### src/rtl/pcie_hcmd_tx_pkg.sv
`default_nettype none
// +----------------------------------------------------------------------+
// | pcie_hcmd_tx_pkg : shared types and helpers for the host-command TX  |
// | request arbiter.                                                     |
// | Rev 1.0                                                              |
// +----------------------------------------------------------------------+
package pcie_hcmd_tx_pkg;

  typedef enum logic [1:0] {
    S_IDLE = 2'd0,
    S_REQ  = 2'd1,
    S_HOLD = 2'd2,
    S_DATA = 2'd3
  } tx_state_t;

  localparam logic C_REQ_MRD = 1'b0;
  localparam logic C_REQ_MWR = 1'b1;
  localparam int   C_BEAT_DW = 16;

  // A zero length field stands for the 1024 DW maximum, i.e. 64 beats.
  function automatic logic [7:0] beat_count(input logic [10:0] len);
    logic [11:0] w_sum;
    w_sum = {1'b0, len} + 12'(C_BEAT_DW - 1);
    if (len == 11'd0) return 8'd64;
    return w_sum[11:4];
  endfunction

endpackage
`default_nettype wire

### src/rtl/pcie_hcmd_tx_skid.sv
`default_nettype none
// +----------------------------------------------------------------------+
// | pcie_hcmd_tx_skid : 2-entry valid/ready skid buffer for CQ payload.  |
// | Rev 1.0                                                              |
// +----------------------------------------------------------------------+
module pcie_hcmd_tx_skid #(
  parameter int C_WIDTH = 513
) (
  input  logic               clk,
  input  logic               rst,
  input  logic               i_valid,
  input  logic [C_WIDTH-1:0] i_data,
  output logic               o_ready,
  output logic               o_valid,
  output logic [C_WIDTH-1:0] o_data,
  input  logic               i_ready
);

  logic [C_WIDTH-1:0] r_mem [0:1];
  logic               r_wr_ptr;
  logic               r_rd_ptr;
  logic [1:0]         r_count;
  logic               w_push;
  logic               w_pop;

  // Readiness depends only on the registered fill level, never on i_ready.
  assign o_ready = (r_count != 2'd2);
  assign o_valid = (r_count != 2'd0);
  assign o_data  = o_valid ? r_mem[r_rd_ptr] : '0;
  assign w_push  = i_valid & o_ready;
  assign w_pop   = o_valid & i_ready;

  always_ff @(posedge clk) begin
    if (rst) begin
      r_wr_ptr <= 1'b0;
      r_rd_ptr <= 1'b0;
      r_count  <= 2'd0;
    end else begin
      if (w_push) begin
        r_mem[r_wr_ptr] <= i_data;
        r_wr_ptr        <= ~r_wr_ptr;
      end
      if (w_pop) r_rd_ptr <= ~r_rd_ptr;
      case ({w_push, w_pop})
        2'b10:   r_count <= r_count + 2'd1;
        2'b01:   r_count <= r_count - 2'd1;
        default: r_count <= r_count;
      endcase
    end
  end

endmodule
`default_nettype wire

### src/rtl/pcie_hcmd_tx_arb.sv
`default_nettype none
// +----------------------------------------------------------------------+
// | pcie_hcmd_tx_arb : round-robin merge of SQ fetch reads and CQ writes |
// | into one TLP request stream, with CQ payload through a skid buffer.  |
// | Rev 1.0                                                              |
// +----------------------------------------------------------------------+
module pcie_hcmd_tx_arb
  import pcie_hcmd_tx_pkg::*;
#(
  parameter int C_PCIE_DATA_WIDTH = 512,
  parameter int C_PCIE_ADDR_WIDTH = 48
) (
  input  logic                           pcie_user_clk,
  input  logic                           pcie_user_rst,
  input  logic                           tx_mrd_req,
  input  logic [7:0]                     tx_mrd_tag,
  input  logic [10:0]                    tx_mrd_len,
  input  logic [C_PCIE_ADDR_WIDTH-1:2]   tx_mrd_addr,
  output logic                           tx_mrd_req_ack,
  input  logic                           tx_cq_mwr_req,
  input  logic [7:0]                     tx_cq_mwr_tag,
  input  logic [10:0]                    tx_cq_mwr_len,
  input  logic [C_PCIE_ADDR_WIDTH-1:2]   tx_cq_mwr_addr,
  output logic                           tx_cq_mwr_req_ack,
  output logic                           tx_cq_mwr_rd_en,
  input  logic [C_PCIE_DATA_WIDTH-1:0]   tx_cq_mwr_rd_data,
  output logic                           tx_cq_mwr_data_last,
  output logic                           tx_req_valid,
  input  logic                           tx_req_ready,
  output logic                           tx_req_type,
  output logic [7:0]                     tx_req_tag,
  output logic [10:0]                    tx_req_len,
  output logic [C_PCIE_ADDR_WIDTH-1:2]   tx_req_addr,
  output logic                           tx_wr_data_valid,
  input  logic                           tx_wr_data_ready,
  output logic [C_PCIE_DATA_WIDTH-1:0]   tx_wr_data,
  output logic                           tx_wr_data_last
);

  tx_state_t r_state;
  logic      r_rr_last;
  logic [7:0] r_beat_cnt;
  logic      w_grant_mwr;
  logic      w_skid_ready;

  // On a tie, the source that was not granted last time wins.
  assign w_grant_mwr = tx_cq_mwr_req & (~tx_mrd_req | (r_rr_last == C_REQ_MRD));

  assign tx_cq_mwr_rd_en     = (r_beat_cnt != 8'd0) & w_skid_ready;
  assign tx_cq_mwr_data_last = tx_cq_mwr_rd_en & (r_beat_cnt == 8'd1);

  always_ff @(posedge pcie_user_clk) begin
    if (pcie_user_rst) begin
      r_state           <= S_IDLE;
      r_rr_last         <= C_REQ_MWR;
      r_beat_cnt        <= 8'd0;
      tx_req_valid      <= 1'b0;
      tx_req_type       <= C_REQ_MRD;
      tx_req_tag        <= '0;
      tx_req_len        <= '0;
      tx_req_addr       <= '0;
      tx_mrd_req_ack    <= 1'b0;
      tx_cq_mwr_req_ack <= 1'b0;
    end else begin
      tx_mrd_req_ack    <= 1'b0;
      tx_cq_mwr_req_ack <= 1'b0;
      case (r_state)
        S_IDLE: begin
          if (tx_mrd_req | tx_cq_mwr_req) begin
            tx_req_valid <= 1'b1;
            tx_req_type  <= w_grant_mwr;
            tx_req_tag   <= w_grant_mwr ? tx_cq_mwr_tag  : tx_mrd_tag;
            tx_req_len   <= w_grant_mwr ? tx_cq_mwr_len  : tx_mrd_len;
            tx_req_addr  <= w_grant_mwr ? tx_cq_mwr_addr : tx_mrd_addr;
            r_rr_last    <= w_grant_mwr;
            r_state      <= S_REQ;
          end
        end
        S_REQ: begin
          if (tx_req_ready) begin
            tx_req_valid <= 1'b0;
            if (tx_req_type == C_REQ_MRD) begin
              tx_mrd_req_ack <= 1'b1;
              r_state        <= S_HOLD;
            end else begin
              tx_cq_mwr_req_ack <= 1'b1;
              r_beat_cnt        <= beat_count(tx_req_len);
              r_state           <= S_DATA;
            end
          end
        end
        // Gives the acknowledged source a cycle to drop its request line.
        S_HOLD: r_state <= S_IDLE;
        S_DATA: begin
          if (tx_cq_mwr_rd_en) begin
            r_beat_cnt <= r_beat_cnt - 8'd1;
            if (r_beat_cnt == 8'd1) r_state <= S_IDLE;
          end
        end
        default: r_state <= S_IDLE;
      endcase
    end
  end

  pcie_hcmd_tx_skid #(
    .C_WIDTH (C_PCIE_DATA_WIDTH + 1)
  ) u_skid (
    .clk     (pcie_user_clk),
    .rst     (pcie_user_rst),
    .i_valid (tx_cq_mwr_rd_en),
    .i_data  ({tx_cq_mwr_data_last, tx_cq_mwr_rd_data}),
    .o_ready (w_skid_ready),
    .o_valid (tx_wr_data_valid),
    .o_data  ({tx_wr_data_last, tx_wr_data}),
    .i_ready (tx_wr_data_ready)
  );

endmodule
`default_nettype wire
### config.mk
export PLATFORM = sky130hd
export DESIGN_NAME = pcie_hcmd_tx_arb
export DESIGN_NICKNAME = d
export VERILOG_FILES = /design/src/rtl/pcie_hcmd_tx_pkg.sv /design/src/rtl/pcie_hcmd_tx_skid.sv /design/src/rtl/pcie_hcmd_tx_arb.sv
export SDC_FILE = /design/constraint.sdc
export NUM_CORES = 1
export LEC_CHECK = 0
export CORE_AREA = 2 2 484 486
export DETAILED_ROUTE_END_ITERATION = 10
export DIE_AREA = 0 0 486 488
export GPL_TIMING_DRIVEN = 0
export PLACE_DENSITY_LB_ADDON = 0.05
export SLEW_MARGIN = 40
export SYNTH_ARGS = -nofsm -noshare
export SYNTH_HDL_FRONTEND = slang
export SYNTH_HIERARCHICAL = 1
export SYNTH_SLANG_ARGS = --single-unit
export TNS_END_PERCENT = 1
### constraint.sdc
create_clock -name pcie_user_clk -period 44.9 [get_ports pcie_user_clk]
set_input_delay 8.98 -clock pcie_user_clk [delete_from_list [all_inputs] [get_ports pcie_user_clk]]
set_output_delay 8.98 -clock pcie_user_clk [all_outputs]
set_load 0.03 [all_outputs]
==> impl_metrics.json, run 1 <==
{
  "final_cells": 7345,
  "cts_resized": 0,
  "post-cts-setup-buffer-count": 0,
  "finalMaxSlewViolations": 0,
  "drcViolationCount": 0,
  "final-setup-viol-count": 0,
  "p_int_mw": 2.305,
  "ys_seq_area_share_pct": 75.78,
  "vdd_drop_max_v": 0.00003104,
  "powerDensity_nw_per_um2": 53.85,
  "final_cell_mix": "1232 x clkdlybuf4s50_1, 1026 x edfxtp_1, 596 x nor2_1",
  "io_pins": 1233,
  "finalCritPeriodShare_pct": 27.04,
  "synthFlopType": "edfxtp_1",
  "fill_cells": 23720,
  "ys_types": 56,
  "power_leakage_nw": 21.14,
  "final_common_cell": "clkdlybuf4s50_1",
  "grt_pass1_wl_mm": 242.9,
  "cap_violations": 0,
  "cp.required_ns": 35.92,
  "coreArea_sq_um": 231900,
  "drive_above_1_share_pct": 11.71,
  "die-height_microns": 488,
  "stdcell_area_sq_um": 65060,
  "cts_buffer_depth": 3,
  "fin_hold_ws_ns": 0.4923,
  "grt_use_total_pct": 14.82,
  "mappedNetlistArea_sq_um": 42900,
  "yosys.area.top_type_share_pct": 71.82,
  "grt_max_degree": 17,
  "fin_skew_ns": 0.03546,
  "power_frac_comb_pct": 33.3,
  "start_util_pct": 18.50,
  "hp-start": "tx_req_valid",
  "yosysWarnings": 6,
  "via_count": 27900,
  "whs_path_depth": 2,
  "fmax_mhz": 82.37,
  "crit_path_start_kind": "register",
  "clock_tree.root_cell": "clkbuf_16",
  "async_flop_share_pct": 0,
  "synth_area_leader_cell": "edfxtp_1",
  "hp-class": "reg -> reg",
  "rows": 177,
  "ys_ff_latch": 1111,
  "crit_type": "reg -> out",
  "clk_pin_slew_worst_paths_ns": 0.06,
  "outcome": "finished, final reports clean",
  "r2r_slack_ns": 40.50,
  "worstMarginPinSlew_ns": 0.7418,
  "hold_buffers": 0,
  "endpoint_kind": "output port",
  "fp.dieW_microns": 486,
  "reg2reg_to": "u_skid/r_mem[0][304]",
  "routed_wl_mm": 181.2,
  "grt_pass1_vias": 28970,
  "cts-htree-levels": 4,
  "antenna_found_initial": 113,
  "ant_nets": 0,
  "synth_edf_count": 1026,
  "finalPower_mw": 3.504,
  "dpl_cell_area_sq_um": 60430,
  "cts_buffers": 146,
  "switching_share_pct": 34.21,
  "place.gp.congestion": 0.7606,
  "viasPerCell": 3.798,
  "grt-ovfl-total": 0,
  "p_seq_share_pct": 34.6,
  "area_growth_pct": 51.65,
  "portBuffers": 1232,
  "synthTopCellsByArea": "edfxtp_1 72%, mux2i_1 13%, nor2_1 5.2%, dfxtp_1 4.0%, buf_6 1.2%",
  "p_switching_mw": 1.199,
  "hpwl_mm": 144.9,
  "clock_power_share_pct": 32.2,
  "path_max_fanout": 7,
  "synthCells": 2611,
  "worstSkewPairLatency_ns": 0.77,
  "finalHoldViolCount": 0,
  "first_iter_violations": 1171,
  "drt_first_pass_iters": 4,
  "maxSlewHeadroom_pct": 50.55,
  "fin_crit_ns": 12.14,
  "die_area_sq_um": 237200,
  "hold-path-endpoint": "tx_req_valid",
  "cts_tree": "yes",
  "syn_nets": 3263,
  "rsz0062_at_grt": "no",
  "nets": 4820,
  "r2r-start": "r_beat_cnt[0]",
  "place_inst": 7063,
  "routedWlPerCell_microns": 24.67,
  "critPathArrivalTime_ns": 3.16,
  "cts.sinks": 1111,
  "reg2reg_depth": 19,
  "synth.avg_cell_area_sq_um": 16.43
}
## flip-flops by register name, summed over array words and instances, names as in the netlist, named ones only
register           flops
tx_cq_mwr_req_ack      1
tx_req_addr           46
tx_mrd_req_ack         1
tx_req_tag             8
r_state                2
u_skid/r_mem        1026
tx_req_len            11
tx_req_valid           1
tx_req_type            1
u_skid/r_rd_ptr        1
u_skid/r_wr_ptr        1
r_beat_cnt             8
u_skid/r_count         2
r_rr_last              1
## area by class of cell
cell class / count / area [sq um] / share of cell area [%]
well taps: 3043 / 3807 / 5.852
clock buffers: 194 / 3971 / 6.104
repair buffers: 1409 / 13690 / 21.05
multi-input cells: 1345 / 9299 / 14.29
flip-flops and latches: 1111 / 32510 / 49.97
plain buffers: 147 / 1090 / 1.675
clock inverters: 66 / 604.3 / 0.9289
diodes: 22 / 55.05 / 0.08462
inverters: 8 / 30.03 / 0.04615
## Yosys cell counts (all sizes together), types with 2 or more instances
cell and count:
ha 4, or3 2, xor2 8, o31ai 2, or4 2, a21oi 11
nor4 5, nand3 4, o21ai 8, mux2i 578, nand2b 3, clkbuf 24
xnor2 3, inv 8, a211oi 65, edfxtp 1026, o211ai 3, dfxtp 85
a31o 2, a31oi 3, nor2b 2, nor3 9, a2111oi 3, nor2 597
and2 4, buf 123, nor3b 3, nand2 9
## through the flow
step	worst slack, ns	utilization [%]	TNS, ns
6_report	32.76	28.06	0
5_1_grt	32.51	28.05	0
4_1_cts	32.55	28.04	0
3_5_place_dp	31.93	26.06	0
3_3_place_gp	-35.48	25.46	-
2_1_floorplan	-0.7104	-	-364.41
## worst max-delay path, cell delays in order (launching register included)
cell             delay [ns]
dfxtp_1                0.37
or4_4                  0.57
nor4_2                 0.48
buf_2                  0.26
clkdlybuf4s50_1        0.73
## cell families (layout without fill, tap and decap cells)
logic type / count (synthesis) / after routing / share of synthesized area, %
buf+inv: 155 / 1824 / 2.610
simple gates: 648 / 648 / 5.999
mux: 578 / 578 / 13.49
compound gates: 104 / 104 / 1.782
xor+xnor: 11 / 11 / 0.2246
other cells: 0 / 22 / 0
fa+ha+maj: 4 / 4 / 0.1167
flops: 1111 / 1111 / 75.78
## worst max path at each step
stage	startpoint	end	slack, ns	cells past startpoint
floorplan	pcie_user_rst	u_skid/r_mem[0][0]	-0.71	1
global placement	pcie_user_rst	u_skid/r_mem[0][304]	-35.48	2
detailed placement	pcie_user_rst	u_skid/r_mem[0][304]	31.93	15
CTS	u_skid/r_count[0]	tx_wr_data[23]	32.55	5
global route	r_beat_cnt[0]	tx_cq_mwr_data_last	32.51	6
finish	r_beat_cnt[4]	tx_cq_mwr_data_last	32.76	4
## routing by layer
layer  vias to the layer above  part of all wire, %  GRT usage [%]
met2                       981                   50          25.89
li1                      12900                    -              -
met3                       392                   11          7.985
met4                       112                  3.1          4.989
met5                         -                 0.39              0
met1                     13510                   35          14.94
## power groups by stage
| stage | registers [mW] | logic, mW | clock network (mW) |
|---|---|---|---|
| 2_1_floorplan | 1.31 | 0.606 | 0 |
| 6_report | 1.21 | 1.17 | 1.13 |
| 4_1_cts | 1.21 | 1.21 | 1.18 |
| 3_3_place_gp | 1.37 | 1.19 | 0 |
| 3_5_place_dp | 1.23 | 1.20 | 0 |
| 5_1_grt | 1.22 | 1.24 | 1.21 |
(Power assumes the default switching activity.)
==> run 2, diff against run 1 <==
- clock period: 44.9 -> 11.3 ns (I/O delays scaled with it)
==> impl_metrics.json, run 2 (synthesis gave the netlist of run 1 again) <==
{
  "outcome": "finished, final reports clean",
  "routed_wl_mm": 183.9,
  "place.gp.congestion": 0.7422,
  "vdd_drop_max_v": 0.0001147,
  "area_growth_pct": 51.30,
  "clock_tree.root_cell": "clkbuf_16",
  "fp.dieW_microns": 486,
  "die_area_sq_um": 237200,
  "final-setup-viol-count": 0,
  "crit_path_start_kind": "register",
  "viasPerCell": 3.802,
  "p_switching_mw": 4.783,
  "ant_nets": 0,
  "fin_skew_ns": 0.02473,
  "fin_crit_ns": 5.492,
  "r2r-start": "r_beat_cnt[0]",
  "finalCritPeriodShare_pct": 48.60,
  "finalMaxSlewViolations": 0,
  "clk_pin_slew_worst_paths_ns": 0.05,
  "coreArea_sq_um": 231900,
  "cts_tree": "yes",
  "fin_hold_ws_ns": 0.4841,
  "die-height_microns": 488,
  "finalSetupTns_ns": 0,
  "routedWlPerCell_microns": 25.15,
  "post-cts-setup-buffer-count": 0,
  "endpoint_kind": "output port",
  "drcViolationCount": 0,
  "antenna_found_initial": 118,
  "finalHoldViolCount": 0,
  "clock_power_share_pct": 31.4,
  "worstMarginPinSlew_ns": 0.8220,
  "worstSkewPairLatency_ns": 0.76,
  "switching_share_pct": 34.63,
  "cts.sinks": 1111,
  "via_count": 27800,
  "grt_pass1_wl_mm": 246.3,
  "final_cell_mix": "1232 x clkdlybuf4s50_1, 1026 x edfxtp_1, 596 x nor2_1",
  "hold_buffers": 0,
  "hp-start": "tx_req_valid",
  "cp.required_ns": 9.04,
  "fin_ws_ns": 5.808,
  "dpl_cell_area_sq_um": 60440,
  "first_iter_violations": 1042,
  "fmax_mhz": 182.1,
  "reg_top3": "u_skid/r_mem (1026), tx_req_addr (46), tx_req_len (11)",
  "p_int_mw": 9.027,
  "cts_buffer_depth": 3,
  "reg2reg_to": "u_skid/r_mem[1][431]",
  "nets": 4778,
  "grt_use_total_pct": 15.03,
  "power_frac_comb_pct": 33.8,
  "cts-htree-levels": 4,
  "cts_resized": 0,
  "hpwl_mm": 146.7,
  "grt_max_degree": 17,
  "cts_buffers": 147,
  "critPathArrivalTime_ns": 3.23,
  "maxSlewHeadroom_pct": 45.20,
  "rows": 177,
  "reg2reg_depth": 17,
  "stdcell_area_sq_um": 64910,
  "pre_cts_ws_ns": 5.313,
  "rsz0062_at_grt": "no",
  "fin_util_pct": 27.99,
  "io_pins": 1233,
  "powerDensity_nw_per_um2": 212.8,
  "drive_above_1_share_pct": 10.48,
  "grt_pass1_vias": 28880,
  "hold-path-endpoint": "tx_req_valid",
  "hp-class": "reg -> reg",
  "p_seq_share_pct": 34.8,
  "crit_type": "reg -> out",
  "grt-ovfl-total": 0,
  "final_common_cell": "clkdlybuf4s50_1",
  "r2r_slack_ns": 6.98,
  "largest_reg_flops": 1026,
  "cap_violations": 0,
  "whs_path_depth": 2,
  "start_util_pct": 18.50,
  "portBuffers": 1232,
  "drt_first_pass_iters": 5,
  "power_leakage_nw": 20.86,
  "top_register": "u_skid/r_mem",
  "path_max_fanout": 10
}
run 2: cell count changes in the layout (fill, tap and decap cells not counted), sizes merged:
cell	change
inv	+2
bufinv	-5
clkinvlp	-3
diode	+9
buf	-44
clkbuf	+7
run 2: metal layers:
metal,vias to the layer above,global-route usage [%],wire length [microns]
li1,12830,-,-
met1,13490,15.51,66250
met2,1021,26.17,91750
met5,-,0,510
met3,382,7.682,19330
met4,80,5.039,6056
run 2: worst max path at each step:
stage | startpoint | to | depth (start not counted)
2_1_floorplan | pcie_user_rst | u_skid/r_mem[1][0] | 1
3_3_place_gp | pcie_user_rst | u_skid/r_mem[1][413] | 2
3_5_place_dp | pcie_user_rst | u_skid/r_mem[1][431] | 13
4_1_cts | u_skid/r_count[0] | tx_wr_data[302] | 6
5_1_grt | u_skid/r_count[0] | tx_wr_data[189] | 6
6_report | u_skid/r_count[0] | tx_wr_data[189] | 6
run 2: area by class of cell:
| class | count | area (sq um) |
|---|---|---|
| Antenna cell | 31 | 77.57 |
| Buffer | 147 | 1091 |
| Clock buffer | 200 | 3951 |
| Clock inverter | 60 | 445.4 |
| Fill cell | 23730 | 167000 |
| Inverter | 8 | 30.03 |
| Multi-Input combinational cell | 1345 | 9305 |
| Sequential cell | 1111 | 32510 |
| Tap cell | 3043 | 3807 |
| Timing Repair Buffer | 1366 | 13690 |
run 2: power by group through the flow:
stage          logic (mW)  clock network (mW)  registers (mW)
3_5_place_dp         4.79                   0            4.90
2_1_floorplan        2.41                   0            5.04
3_3_place_gp         4.74                   0            5.10
5_1_grt              4.96                4.68            4.83
6_report             4.66                4.34            4.81
4_1_cts              4.81                4.53            4.81
run 2: stage by stage:
step	power, mW	std cells
final	13.81	7311
after CTS	14.16	7280
after detailed placement	9.689	7020
after global placement	9.835	6886
after global routing	14.47	7294
after floorplan	7.452	2611
run 2: worst max-delay path, stage by stage, from the launching register on:
cell and delay [ns]:
dfxtp_1 0.30, buf_6 0.13, nor2_8 0.37, buf_2 0.46
buf_2 0.40, nor2_1 0.10, clkdlybuf4s50_1 0.70
